`src/rtl/grid_mover.sv`:
```
// Player-movement controller for the tile map: button events with auto-repeat,
// map-RAM walkability check over a req/ack read port, then commit or bump.
module grid_mover #(
    parameter int unsigned        GRID_W        = 11,
    parameter int unsigned        GRID_H        = 11,
    parameter int unsigned        COORD_W       = 4,
    parameter int unsigned        ADDR_W        = 19,
    parameter int unsigned        TILE_W        = 16,
    parameter logic [TILE_W-1:0]  SOLID_MASK    = TILE_W'(32'h8000),
    parameter bit                 WRAP          = 1'b0,
    parameter int unsigned        START_X       = 0,
    parameter int unsigned        START_Y       = 0,
    parameter int unsigned        REPEAT_DELAY  = 50_000_000,
    parameter int unsigned        REPEAT_PERIOD = 10_000_000
) (
    input  logic               clk,
    input  logic               rst,
    input  logic [3:0]         btn_n,
    output logic               map_rd_req,
    output logic [ADDR_W-1:0]  map_rd_addr,
    input  logic               map_rd_ack,
    input  logic [TILE_W-1:0]  map_rd_data,
    output logic [COORD_W-1:0] pos_x,
    output logic [COORD_W-1:0] pos_y,
    output logic               moved,
    output logic               bumped,
    output logic               busy
);

    localparam int unsigned EXT_W   = COORD_W + 1;
    localparam int unsigned REP_MAX = (REPEAT_DELAY > REPEAT_PERIOD) ? REPEAT_DELAY : REPEAT_PERIOD;
    localparam int unsigned CNT_W   = $clog2(REP_MAX + 1);

    typedef enum logic [1:0] {S_IDLE, S_READ, S_COMMIT, S_BUMP} state_t;

    state_t             state;
    logic [3:0]         btn_q;
    logic               prev_vld;
    logic [1:0]         prev_dir;
    logic [CNT_W-1:0]   cnt;
    logic               first_rep;
    logic               pend_vld;
    logic [1:0]         pend_dir;
    logic [COORD_W-1:0] tgt_x;
    logic [COORD_W-1:0] tgt_y;

    logic               dir_vld_c;
    logic [1:0]         dir_c;
    logic               new_dir_c;
    logic               rep_hit_c;
    logic               event_c;
    logic               start_c;
    logic [1:0]         go_dir_c;
    logic [EXT_W-1:0]   tx_ext_c;
    logic [EXT_W-1:0]   ty_ext_c;
    logic               off_x_c;
    logic               off_y_c;
    logic               edge_c;
    logic [COORD_W-1:0] tgt_x_c;
    logic [COORD_W-1:0] tgt_y_c;
    logic [ADDR_W-1:0]  addr_c;

    // Active direction is the lowest-index pressed button.
    always_comb begin
        dir_vld_c = 1'b0;
        dir_c     = 2'd0;
        for (int i = 3; i >= 0; i--) begin
            if (!btn_q[i]) begin
                dir_vld_c = 1'b1;
                dir_c     = 2'(i);
            end
        end
        new_dir_c = dir_vld_c && (!prev_vld || (prev_dir != dir_c));
        rep_hit_c = dir_vld_c && !new_dir_c &&
                    (cnt == (first_rep ? CNT_W'(REPEAT_DELAY) : CNT_W'(REPEAT_PERIOD)));
        event_c   = new_dir_c || rep_hit_c;
        start_c   = (state == S_IDLE) && (event_c || pend_vld);
        go_dir_c  = event_c ? dir_c : pend_dir;
    end

    // Target computed one bit wider so that 0-1 shows up as off-map.
    always_comb begin
        tx_ext_c = {1'b0, pos_x};
        ty_ext_c = {1'b0, pos_y};
        case (go_dir_c)
            2'd0: ty_ext_c = ty_ext_c - EXT_W'(1);
            2'd1: ty_ext_c = ty_ext_c + EXT_W'(1);
            2'd2: tx_ext_c = tx_ext_c - EXT_W'(1);
            2'd3: tx_ext_c = tx_ext_c + EXT_W'(1);
        endcase
        off_x_c = tx_ext_c >= EXT_W'(GRID_W);
        off_y_c = ty_ext_c >= EXT_W'(GRID_H);
        tgt_x_c = tx_ext_c[COORD_W-1:0];
        tgt_y_c = ty_ext_c[COORD_W-1:0];
        if (WRAP) begin
            if (off_x_c) tgt_x_c = (go_dir_c == 2'd2) ? COORD_W'(GRID_W - 1) : '0;
            if (off_y_c) tgt_y_c = (go_dir_c == 2'd0) ? COORD_W'(GRID_H - 1) : '0;
        end
        edge_c = !WRAP && (off_x_c || off_y_c);
        addr_c = ADDR_W'(tgt_y_c) * ADDR_W'(GRID_W) + ADDR_W'(tgt_x_c);
    end

    // Button register and hold auto-repeat counter.
    always_ff @(posedge clk or posedge rst) begin
        if (rst) begin
            btn_q     <= 4'hF;
            prev_vld  <= 1'b0;
            prev_dir  <= 2'd0;
            cnt       <= '0;
            first_rep <= 1'b1;
        end else begin
            btn_q    <= btn_n;
            prev_vld <= dir_vld_c;
            prev_dir <= dir_c;
            if (!dir_vld_c) begin
                cnt       <= '0;
                first_rep <= 1'b1;
            end else if (new_dir_c) begin
                cnt       <= CNT_W'(1);
                first_rep <= 1'b1;
            end else if (rep_hit_c) begin
                cnt       <= CNT_W'(1);
                first_rep <= 1'b0;
            end else begin
                cnt <= cnt + CNT_W'(1);
            end
        end
    end

    // Move FSM with registered outputs and one-deep pending slot.
    always_ff @(posedge clk or posedge rst) begin
        if (rst) begin
            state       <= S_IDLE;
            pos_x       <= COORD_W'(START_X);
            pos_y       <= COORD_W'(START_Y);
            tgt_x       <= '0;
            tgt_y       <= '0;
            map_rd_req  <= 1'b0;
            map_rd_addr <= '0;
            moved       <= 1'b0;
            bumped      <= 1'b0;
            busy        <= 1'b0;
            pend_vld    <= 1'b0;
            pend_dir    <= 2'd0;
        end else begin
            moved  <= 1'b0;
            bumped <= 1'b0;
            case (state)
                S_IDLE: begin
                    if (start_c) begin
                        pend_vld <= 1'b0;
                        tgt_x    <= tgt_x_c;
                        tgt_y    <= tgt_y_c;
                        busy     <= 1'b1;
                        if (edge_c) begin
                            state  <= S_BUMP;
                            bumped <= 1'b1;
                        end else begin
                            state       <= S_READ;
                            map_rd_req  <= 1'b1;
                            map_rd_addr <= addr_c;
                        end
                    end
                end
                S_READ: begin
                    if (map_rd_ack) begin
                        map_rd_req <= 1'b0;
                        if ((map_rd_data & SOLID_MASK) != '0) begin
                            state  <= S_BUMP;
                            bumped <= 1'b1;
                        end else begin
                            state <= S_COMMIT;
                            moved <= 1'b1;
                            pos_x <= tgt_x;
                            pos_y <= tgt_y;
                        end
                    end
                end
                S_COMMIT, S_BUMP: begin
                    state <= S_IDLE;
                    busy  <= 1'b0;
                end
            endcase
            if ((state != S_IDLE) && event_c) begin
                pend_vld <= 1'b1;
                pend_dir <= dir_c;
            end
        end
    end

endmodule
```
`config.mk`:
```
export PLATFORM = sky130hd
export DESIGN_NAME = grid_mover
export DESIGN_NICKNAME = d
export VERILOG_FILES = /design/src/rtl/grid_mover.sv
export SDC_FILE = /design/constraint.sdc
export NUM_CORES = 1
export LEC_CHECK = 0
export ABC_AREA = 1
export CAP_MARGIN = 15
export CORE_UTILIZATION = 40
export CTS_BUF_LIST = sky130_fd_sc_hd__clkbuf_8 sky130_fd_sc_hd__clkbuf_16
export DETAILED_ROUTE_END_ITERATION = 8
export MAX_ROUTING_LAYER = met4
export SYNTH_ARGS = -nofsm -noshare
export SYNTH_HDL_FRONTEND = slang
export SYNTH_SLANG_ARGS = --single-unit
```
`constraint.sdc`:
```
create_clock -name clk -period 7.93 [get_ports clk]
set_input_delay 1.9825 -clock clk [delete_from_list [all_inputs] [get_ports clk]]
set_output_delay 1.9825 -clock clk [all_outputs]
set_load 0.005 [all_outputs]
```
# Yosys cells after proc, flatten, opt, wreduce, memory -nomap -nowiden
# Cells that the tools add are included.
[op_classes]
add_sub_neg = 6
multipliers = 1
div_mod_pow = 0
magnitude_cmp = 2
n_eq_ne = 12
shifts = 0
muxes = 40
bitwise = 2
n_reduce_logical = 26
[ops]
columns = ["op", "n"]
rows = [
  ["$mux 26", 4],
  ["$add 26x1->26 const B", 1],
  ["$eq 26x26->1", 1],
  ["$mux 1", 22],
  ["$pmux 5 s2", 2],
  ["$mux 2", 8],
  ["$add 4x1->5 const B", 2],
  ["$ge 5x4->1 const B", 2],
  ["$reduce_bool 2->1", 5],
  ["$sub 4x1->5 const B", 2],
  ["$add 8x4->9", 1],
  ["$eq 2x2->1 const B", 4],
  ["$mul 4x4->8 const B", 1],
  ["$reduce_and 2->1", 4],
  ["$ne 2x2->1 const B", 3],
  ["$pmux 1 s2", 3],
  ["$pmux 2 s3", 1],
  ["$reduce_and 3->1", 2],
  ["$logic_and 1x1->1", 5],
  ["$eq 2x1->1 const B", 2],
  ["$logic_not 2->1", 2],
  ["$logic_or 1x1->1", 4],
  ["$reduce_and 4->1", 1],
  ["$ne 3x1->1 const B", 1],
  ["4 further kinds", 6],
]
[word_totals]
register_bits = 78
latch_bits = 0
ramBits = 0
mem_bits_ro = 0
n_memories = 0

# Depth between registers and ports, before layout
[logic_depth]
ltp_word = 19
depth_mapped = 34

# Least setup slack after synthesis
# OpenSTA, ideal clock, no wires.
[synth_path]
path_kind = "register to register"
startpoint = "register btn_q[0]"
endpoint = "register map_rd_addr[7]"
arrival_time_ns = 4.575
setup_slack_ns = 3.237
path_stages_with_launch = 33
n_path_buf = 1
cell_sequence = "dfstp_2 -> nand2_1 -> inv_2 -> nand2_1 -> nand2_1 -> nand3_1 -> nor2_2 -> nand2_4 -> nand3_2 -> nand2_4 -> buf_6 -> nor2_1 -> inv_1 -> ha_1 -> nand3_1 -> nand3_1 -> xor2_1 -> inv_1 -> o21ai_4 -> ha_1 -> ha_1 -> ha_1 -> ha_1 -> a21oi_1 -> o21ai_0 -> a21oi_1 -> inv_1 -> a21oi_1 -> inv_1 -> nand2_1 -> nand2_1 -> nand4_1 -> nand2_1"
[synth_between]
elab_chain_len = 15
[synth_lines]
columns = ["element", "line", "rtl"]
rows = [
  ["from (decl)", "37", "logic [3:0] btn_q;"],
  ["from (signal assigned)", "112", "btn_q <= btn_n;"],
  ["$mux 2", "68", "if (!btn_q[i]) begin"],
  ["$ne 2x2->1", "73", "new_dir_c = dir_vld_c && (!prev_vld || (prev_dir != dir_c));"],
  ["$logic_or 1x1->1", "73", ""],
  ["$logic_and 1x1->1", "73", ""],
  ["$logic_not 1->1", "74", "rep_hit_c = dir_vld_c && !new_dir_c &&"],
  ["$logic_and 1x1->1 (2 in series)", "74", ""],
  ["$logic_or 1x1->1", "76", "event_c = new_dir_c || rep_hit_c;"],
  ["$mux 2 *", "78", "go_dir_c = event_c ? dir_c : pend_dir;"],
  ["$eq 2x1->1 / $logic_not 2->1 (equally long branches)", "85", "case (go_dir_c)"],
  ["$pmux 5 s2 *", "85", ""],
  ["net ty_ext_c[3]", "55", "logic [EXT_W-1:0] ty_ext_c;"],
  ["parallel branches: the longest is 4 deep, another holds $add 8x4->9", "n/a", ""],
  ["to (signal assigned)", "161", "map_rd_addr <= addr_c;"],
  ["to (decl)", "20", "output logic [ADDR_W-1:0] map_rd_addr,"],
]
# Mark *: on every way through the listed nets, which the timed path passes.
# A chain may end at the register's enable or synchronous reset.

# Worst setup path in the final report
# Same ends and word-level chain as after synthesis.

==> run metrics <==
fin crit share 65.9%; initial antenna violation count 0; via count 3269; total routed wirelength 8510 microns; Worst R2R Setup Slack 2.70 ns; Post-synth EDFFs 0; clock skew 0.0152 ns; synthesized flop and latch total 68; Die ar. 0.0108 sq mm; IO Port Bufs 28; CORE AREA 0.00991 sq mm; Ys Warns 0; Routed WL per cell 12.3 microns; cell family with most CP delay adder cells; first-pass GRT wire length 15100 microns; NetSw 0.00116 W; pwr/cell area 517 mW/mm^2; clk sinks 68; Buf/Inv on CP 4; clk root buf clkbuf_8; worst-margin pin slew 0.905 ns; global placer's final weighted congestion 0.796; layout cells sized above 1 8.20%; syn avg cell area 7.96 sq um; post-synthesis sequential area ratio 41.1%; element type at the critical path start register; Setup Total Neg Slack 0 ns; logic gate share of total power 67.7%; # setup viols final 0; clock slew at reported path FFs 0.08 ns; Synth Flop Type dfrtp_1; clk_lat worst skew 0.35 ns; status finished, final reports clean; layout overhead on the synthesized area 14.2%; worst min path class reg2reg; DRC 0; Achievable Freq 191 MHz; Final Power 0.00245 W; Synth cell types 39; worst-path maximum fanout 9; CP max stage cell dfstp_2; Worst VDD drop 263 uV; internal power 0.00130 W; grt ovf 0; RSZ-0062 raised after global routing false; CTS Hold Bufs 0; post-synth top area share 37.9%; Crit path required time 8.21 ns; ant diodes 0; total CTS buffers 9; Fillers 1006; site row count 36; Area contributors post-synth dfrtp_1, nand2_1, inv_1, ha_1, nor2_1; Initial Util 41.9%; Worst setup EP type register; Fin. Hold Viols 0; Max-cap violations 0; vias in the first global route 3205; largest net degree at the start of global routing 69; post-synthesis cell area 0.00416 sq mm; max-slew violations 0; CTS resizes 0; Net Sw Frac 47.1%; hpwl dp 6280 microns; Clk pwr share 12.1%; Avg Vias per Cell 4.71; Final nets 608; Die H 104 microns; die width 104 microns; Slew Limit Headroom 39.5%; largest stage delay on the critical path 0.54 ns; sequential share of power 20.3%; Ports 54; WP data arrival 5.51 ns; Post-synth ARST share 100%; H-tree lvl count 3; Pleak 2.42 nW; Post-CTS Setup Bufs 0; Synth area leader dfrtp_1; post-route minimum period 5.23 ns; Crit Path Class reg2reg; Final ANT Viol Nets 0; Synth Instances 522; GRT Total Usage 17.9%; Max clock buf depth 2; Iteration-0 DRC Markers 152; 1st-pass router iterations 4; CTS tree yes
## power by group through the flow
stage / clock, W / combinational (W) / sequential [W]
6_report: 0.000296 / 0.00166 / 0.000498
5_1_grt: 0.000318 / 0.00195 / 0.000510
4_1_cts: 0.000304 / 0.00167 / 0.000500
3_5_place_dp: 0 / 0.00165 / 0.000505
3_3_place_gp: 0 / 0.00162 / 0.000502
2_1_floorplan: 0 / 0.00129 / 0.000492
## final cells by class
| type | instances | area (sq um) | area share (%) |
|---|---|---|---|
| repair buffers | 31 | 303 | 6.38 |
| multi-input cells | 358 | 2040 | 42.9 |
| well taps | 133 | 166 | 3.51 |
| clock inverters | 5 | 51.3 | 1.08 |
| flip-flops and latches | 68 | 1710 | 36.0 |
| inverters | 88 | 330 | 6.96 |
| clock buffers | 11 | 151 | 3.19 |
## layout by cell type (no fill, tap or decap), types with 3 or more instances in the layout
cell type	synthesis	final
nand3_1	34	34
ha_1	24	24
conb_1	1	10
nor2_1	55	55
a21oi_1	9	9
dfrtp_1	63	63
nand2_2	6	6
inv_1	86	86
clkbuf_8	0	11
xnor2_1	5	5
nand4_1	14	14
a31oi_1	5	5
nand2_1	121	121
inv_2	2	3
nor4_1	3	3
o21a_1	3	3
nand2_4	4	4
clkdlybuf4s50_1	0	28
dfstp_2	5	5
buf_4	10	3
fa_1	5	5
xor2_1	15	15
o21ai_0	25	25
## Yosys cell counts, drive strengths merged (2+ instances only)
cell type,number
nand2,131
nand3,35
dfrtp,63
a21oi,12
o21ai,27
ha,24
fa,5
a31oi,5
xor2,15
clkbuf,5
nor4,3
nand4,15
o21a,3
xnor2,5
nor2,57
nand3b,2
buf,12
inv,88
nor3,3
dfstp,5
## path summary, 6_finish.rpt
check                          startpoint        endpoint  depth (start not counted)
max in group asynchronous             rst          cnt[5]                          3
setup / recovery                 btn_q[0]  map_rd_addr[7]                         30
min in group asynchronous             rst         cnt[18]                          3
setup reg to reg                 btn_q[0]  map_rd_addr[7]                         30
hold reg to reg            map_rd_addr[2]  map_rd_addr[2]                          2
hold / removal             map_rd_addr[2]  map_rd_addr[2]                          2
## cell families after synthesis
logic type	after synthesis	share of synthesized area (%)
other	1	0.0902
adders and majority gates	29	9.63
buffers and inverters	105	10.7
DFF	68	41.1
AOI/OAI and AO/OA	52	7.65
xor gates and xnor gates	20	4.21
and+or+nand+nor	247	26.6
## worst register-to-register path: cells and delay by family (launching register included)
kind / cells / cell delay [ns]
DFF: 1 / 0.54
and+or+nand+nor: 14 / 1.47
AOI/OAI and AO/OA: 6 / 1.09
adders and majority gates: 5 / 1.60
buffers and inverters: 4 / 0.32
xor gates and xnor gates: 1 / 0.14
## registers in the layout (all words and copies together), names as in the netlist, 2 cells and up
signal / flops
cnt: 26
map_rd_addr: 9
btn_q: 4
pos_x: 4
pos_y: 4
tgt_x: 4
tgt_y: 4
pend_dir: 2
prev_dir: 2
state: 2
## routing by layer
layer | track usage (%) | up-vias | part of all wire (%)
met1 | 24.1 | 1500 | 50
met4 | 7.45 | 0 | 1.7
met3 | 2.38 | 12 | 3.3
met5 | - | - | 0
li1 | - | 1695 | -
met2 | 27.1 | 62 | 44
## metrics by stage
step                      hold slack [ns]  cell area [sq um]  setup WS, ns  utilization (%)  cells
after floorplan                     0.449               4190          3.24                -    531
after global placement              0.453               4540          2.76             45.8    678
after detailed placement            0.473               4540          2.74             45.8    678
after CTS                           0.491               4750          2.68             47.9    694
after global routing                0.516               4750          2.15             47.9    694
final                               0.490               4750          2.70             47.9    694
No activity file was read; power rests on OpenSTA's default activity.
